--- config.mk ---
export PLATFORM = sky130hd
export DESIGN_NAME = bb_skid_buffer_flat
export DESIGN_NICKNAME = d
export VERILOG_FILES = /design/src/rtl/bb_stream_pkg.sv /design/src/rtl/bb_skid_buffer_if.sv /design/src/rtl/bb_data_slot.sv /design/src/rtl/bb_skid_buffer.sv /design/src/flat_wrapper.sv
export SDC_FILE = /design/constraint.sdc
export NUM_CORES = 1
export LEC_CHECK = 0
export CAP_MARGIN = 20
export CORE_MARGIN = 10
export CORE_UTILIZATION = 46
export CTS_CLUSTER_DIAMETER = 30
export DETAILED_ROUTE_END_ITERATION = 10
export PLACE_DENSITY_LB_ADDON = 0.25
export SLEW_MARGIN = 20
export SYNTH_ARGS = -nofsm -noshare
export SYNTH_HDL_FRONTEND = slang
export SYNTH_HIERARCHICAL = 1
export SYNTH_SLANG_ARGS = --single-unit
--- constraint.sdc ---
create_clock -name clk -period 1.87 [get_ports clk]
set_clock_uncertainty 0.05 [all_clocks]
set_input_delay 0.374 -clock clk [delete_from_list [all_inputs] [get_ports clk]]
set_output_delay 0.374 -clock clk [all_outputs]
set_load 0.05 [all_outputs]
--- src/rtl/bb_stream_pkg.sv ---
// Shared types and constants for the streaming register slices.
package bb_stream_pkg;

  typedef enum logic [1:0] {
    EMPTY = 2'd0,
    BUSY  = 2'd1,
    FULL  = 2'd2
  } skid_state_e;

  localparam int CNT_W  = 2;
  localparam int DEF_DW = 8;

endpackage

--- src/rtl/bb_skid_buffer_if.sv ---
// Producer/consumer handshake bundle around the skid buffer.
// The master side is the surrounding fabric and the slave side is the buffer.
interface bb_skid_buffer_if
  import bb_stream_pkg::*;
#(
  parameter int DW = DEF_DW
);
  logic             flush;
  logic             in_valid;
  logic             in_ready;
  logic [DW-1:0]    in_data;
  logic             out_valid;
  logic             out_ready;
  logic [DW-1:0]    out_data;
  logic [CNT_W-1:0] count;

  modport master (
    output flush, in_valid, in_data, out_ready,
    input  in_ready, out_valid, out_data, count
  );

  modport slave (
    input  flush, in_valid, in_data, out_ready,
    output in_ready, out_valid, out_data, count
  );
endinterface

--- src/rtl/bb_data_slot.sv ---
// Enable-loaded payload register with async reset to a fixed value.
module bb_data_slot
  import bb_stream_pkg::*;
#(
  parameter int          DW      = DEF_DW,
  parameter logic [DW-1:0] RST_VAL = '0
) (
  input  logic          clk,
  input  logic          rst,
  input  logic          en_i,
  input  logic [DW-1:0] d_i,
  output logic [DW-1:0] q_o
);

  logic [DW-1:0] data_q;

  always_ff @(posedge clk or posedge rst) begin
    if (rst)       data_q <= RST_VAL;
    else if (en_i) data_q <= d_i;
  end

  assign q_o = data_q;

endmodule

--- src/rtl/bb_skid_buffer.sv ---
// Two-entry valid/ready skid buffer: ready is a registered state decode, so the
// consumer's out_ready never reaches in_ready combinationally.
module bb_skid_buffer
  import bb_stream_pkg::*;
#(
  parameter int          DW      = DEF_DW,
  parameter logic [DW-1:0] RST_VAL = '0
) (
  input logic              clk,
  input logic              rst,
  bb_skid_buffer_if.slave  bus
);

  skid_state_e   state_q, state_d;
  logic          in_fire, out_fire;
  logic          main_en, skid_en;
  logic [DW-1:0] main_d, main_q, skid_q;

  // flush gates both handshakes, so no fire can coincide with a flush
  assign bus.out_valid = (state_q != EMPTY) & ~bus.flush;
  assign bus.in_ready  = (state_q != FULL)  & ~bus.flush;
  assign in_fire       = bus.in_valid & bus.in_ready;
  assign out_fire      = bus.out_valid & bus.out_ready;

  always_ff @(posedge clk or posedge rst) begin
    if (rst) state_q <= EMPTY;
    else     state_q <= state_d;
  end

  always_comb begin
    state_d = state_q;
    main_en = 1'b0;
    skid_en = 1'b0;
    if (bus.flush) begin
      state_d = EMPTY;
    end else begin
      unique case (state_q)
        EMPTY: if (in_fire) begin
          main_en = 1'b1;
          state_d = BUSY;
        end
        BUSY: begin
          if (in_fire && out_fire) begin
            main_en = 1'b1;
          end else if (in_fire) begin
            skid_en = 1'b1;
            state_d = FULL;
          end else if (out_fire) begin
            state_d = EMPTY;
          end
        end
        FULL: if (out_fire) begin
          main_en = 1'b1;
          state_d = BUSY;
        end
        default: state_d = EMPTY;
      endcase
    end
  end

  // main refills from skid when draining FULL, otherwise from the producer
  assign main_d = (state_q == FULL) ? skid_q : bus.in_data;

  bb_data_slot #(.DW(DW), .RST_VAL(RST_VAL)) u_main (
    .clk  (clk),
    .rst  (rst),
    .en_i (main_en),
    .d_i  (main_d),
    .q_o  (main_q)
  );

  bb_data_slot #(.DW(DW), .RST_VAL(RST_VAL)) u_skid (
    .clk  (clk),
    .rst  (rst),
    .en_i (skid_en),
    .d_i  (bus.in_data),
    .q_o  (skid_q)
  );

  assign bus.out_data = main_q;

  always_comb begin
    unique case (state_q)
      BUSY:    bus.count = CNT_W'(1);
      FULL:    bus.count = CNT_W'(2);
      default: bus.count = CNT_W'(0);
    endcase
  end

endmodule

--- src/flat_wrapper.sv ---
// flat-port wrapper written by rule: the top's interface ports become plain ports
module bb_skid_buffer_flat import bb_stream_pkg::*;
#(
  parameter int          DW      = DEF_DW,
  parameter logic [DW-1:0] RST_VAL = '0
)
  (clk, rst, bus_flush, bus_in_valid, bus_in_data, bus_out_ready, bus_in_ready, bus_out_valid, bus_out_data, bus_count);
  bb_skid_buffer_if #(.DW(DW)) bus_i ();
  input logic clk;
  input logic rst;
  input wire logic [$bits(bus_i.flush)-1:0] bus_flush;
  input wire logic [$bits(bus_i.in_valid)-1:0] bus_in_valid;
  input wire logic [$bits(bus_i.in_data)-1:0] bus_in_data;
  input wire logic [$bits(bus_i.out_ready)-1:0] bus_out_ready;
  output wire logic [$bits(bus_i.in_ready)-1:0] bus_in_ready;
  output wire logic [$bits(bus_i.out_valid)-1:0] bus_out_valid;
  output wire logic [$bits(bus_i.out_data)-1:0] bus_out_data;
  output wire logic [$bits(bus_i.count)-1:0] bus_count;
  assign bus_i.flush = bus_flush;
  assign bus_i.in_valid = bus_in_valid;
  assign bus_i.in_data = bus_in_data;
  assign bus_i.out_ready = bus_out_ready;
  assign bus_in_ready = bus_i.in_ready;
  assign bus_out_valid = bus_i.out_valid;
  assign bus_out_data = bus_i.out_data;
  assign bus_count = bus_i.count;
  bb_skid_buffer #(.DW(DW), .RST_VAL(RST_VAL)) u_core (.clk(clk), .rst(rst), .bus(bus_i));
endmodule
==> reports/metrics.yaml <==
drt:
  drt-total-wl_um: 1890
  drt_iter0_drc: 13
  route.met3.wl_um: 90
  met2_wirelength_um: 892
  dr.max_layer_used: "met4"
  route.detailed.drc: 0
  detail-route-antenna-nets: 0
  routedWlPerCell_um: 15.9
  wl_met1_um: 889
  vias_per_cell: 4.71
  vias: 561
  drtPass1Iterations: 4
timing:
  rsz0062_at_grt: "no"
  hold_viol: 0
  slew_viol_final: 0
  setup_viol: 0
  relSlewSlack: 0.768
  fin_worst_hold_slack_ps: 243
  min_period_ps: 1740
  fmax_mhz: 575
  worstMarginPinSlew_ps: 348
  setup_slack_ps: 130
  period_share: 0.930
synthesis:
  yosysMostFrequentCell: "dfrtp_1"
  postSynthCellCount: 63
  synth_top_area_frac: 0.495
  synthesis.nets: 76
  seq_area_frac_synth: 0.495
  synth.cell_area_um2: 910
  yosys.area.top_type: "dfrtp_1"
  synth_area_leaders: "dfrtp_1 50%, mux2_4 26%, mux2_2 9.9%, buf_6 3.7%, nand3b_1 1.7%"
  synth.top_cells.by_count: "18 x dfrtp_1, 16 x mux2_4, 8 x mux2_2"
  synth-edff-count: 0
  synth_cell_type_count: 15
  synth_area_per_cell_um2: 14.4
  synthArstFlopShare: 1.00
  ys_seq_elements: 18
  synth_ff_type: "dfrtp_1"
  yosysWarnings: 6
place:
  port_buffers: 24
  dp_cells: 115
  hpwlAfterDp_um: 1430
  gp_congestion: 0.708
  post-place-ws_ps: -67.7
critical_path:
  r2r-start: "u_core/state_q[1]$_DFFE_PP0P_"
  critPathRequiredTime_ps: 1450
  criticalPathCategory: "reg -> out"
  start_kind: "flop"
  reg2regPathDepth: 4
  worstPathMaxFanout: 9
  cp.arrival_ps: 1320
  ff2ff_setup_slack_ps: 230
  r2r-end: "u_core/u_main/q_o[7]$_DFFE_PP0P_"
  end_kind: "primary output"
floorplanning:
  die_w_um: 64.5
  dieArea_um2: 4160
  core_area_um2: 1920
  placementRows: 16
  ios: 25
  start_util: 0.473
  die_y_um: 64.5
cells_and_area:
  num_antenna_cells: 0
  final_cell_count_no_fill: 119
  drive_above_1_share: 0.500
  final_nets: 106
  seqCellArea_um2: 450
  multi_input_comb_area_um2: 417
  finish.utilization: 0.645
  area_delta_synth_final_pct: 36.2
  fillers: 154
global_routing:
  grt_pass1_wl_um: 3220
  grt_max_degree: 11
  antenna_found_initial: 0
  grt_pass1_vias: 633
  grt_remaining_overflow: 0
  grt_usage: 0.0998
run_status:
  status: "complete, no violations"
cts:
  post_cts_buffers: 0
  ctsHoldBuffers: 0
  cts_resized: 0
  root_buffer: "clkbuf_4"
  clock_sinks: 18
  htreeDepth: 1
  clock_latency_ps: 280
  cts_buffer_depth: 2
  cts_buffers: 3
  cts_tree: "yes"
  clk_pin_slew_ps: 90
power_and_ir_drop:
  seq_power_share: 0.443
  worst_ir_drop_vdd_mv: 0.689
  comb_power_share: 0.360
  swShare: 0.320
  powerDensity_nw_per_um2: 950
  p_int_mw: 0.800
  power_leakage_nw: 0.564
  p_sw_mw: 0.377
  clkPwrFrac: 0.197
worst_hold_path:
  min_path_type: "in -> async"
flow_run:
  max-cap-violations: 0
worst max-delay path by stage:
stage,startpoint,to,slack [ps],cells past startpoint
2_1_floorplan,u_core/state_q[0]$_DFFE_PP0P_,u_core/u_skid/q_o[0]$_DFFE_PP0P_,40,5
3_3_place_gp,bus_out_ready,u_core/u_main/q_o[4]$_DFFE_PP0P_,-30,6
3_5_place_dp,bus_out_ready,u_core/u_main/q_o[7]$_DFFE_PP0P_,-70,6
4_1_cts,u_core/state_q[1]$_DFFE_PP0P_,bus_count[1],100,3
5_1_grt,u_core/state_q[1]$_DFFE_PP0P_,bus_count[1],40,3
6_report,u_core/state_q[1]$_DFFE_PP0P_,bus_count[1],130,3
power by group through the flow:
stage                     Combinational, mW  Sequential, mW  Clock, mW
after global routing                  0.449           0.532      0.258
after detailed placement              0.429           0.524          0
after global placement                0.422           0.524          0
after CTS                             0.430           0.521      0.245
final                                 0.424           0.521      0.232
after floorplan                       0.177           0.636          0
layer usage:
metal	global-route usage	vias to the layer above
met5	0	-
met4	0.0321	0
met3	0.0430	2
met2	0.163	14
met1	0.115	262
li1	-	283
through the flow:
stage	instance area (um^2)	TNS, ps	power (mW)
6_report	1240	0	1.18
5_1_grt	1240	0	1.24
4_1_cts	1240	0	1.20
3_5_place_dp	1200	-518	0.953
3_3_place_gp	1200	-251	0.946
2_1_floorplan	912	0	0.813
flip-flops by register name (all words and copies together), names as in the netlist:
register,flops
u_core/state_q,2
u_core/u_skid/q_o,8
u_core/u_main/q_o,8
worst max-delay path: stages (launching register included):
cell	delay (ps)
dfrtp_1	440
nor2b_2	220
buf_4	210
buf_12	150
logic make-up after synthesis:
family	Yosys count	share of synthesized area
muxes	24	0.363
DFF	18	0.495
and+or+nand+nor	12	0.0743
buffers and inverters	6	0.0495
AOI/OAI and AO/OA	3	0.0179
placed cells by master (no fill, tap or decap):
cell / netlist / routed
a21oi_1: 2 / 2
a31oi_1: 1 / 1
buf_12: 0 / 4
buf_4: 0 / 12
clkbuf_4: 0 / 3
clkbuf_8: 0 / 1
clkdlybuf4s50_1: 0 / 12
dfrtp_1: 18 / 18
inv_1: 3 / 3
mux2_2: 8 / 8
mux2_4: 16 / 16
nand2_1: 1 / 1
nand2b_1: 1 / 1
nand3b_1: 2 / 2
nor2_1: 3 / 3
nor2b_2: 1 / 2
nor3_1: 2 / 2
or3_1: 1 / 1
layout make-up:
class | count | area share
flip-flops and latches | 18 | 0.364
multi-input cells | 39 | 0.336
repair buffers | 28 | 0.234
clock buffers | 4 | 0.0293
well taps | 27 | 0.0273
inverters | 3 | 0.00909
(Power assumes the default switching activity.)
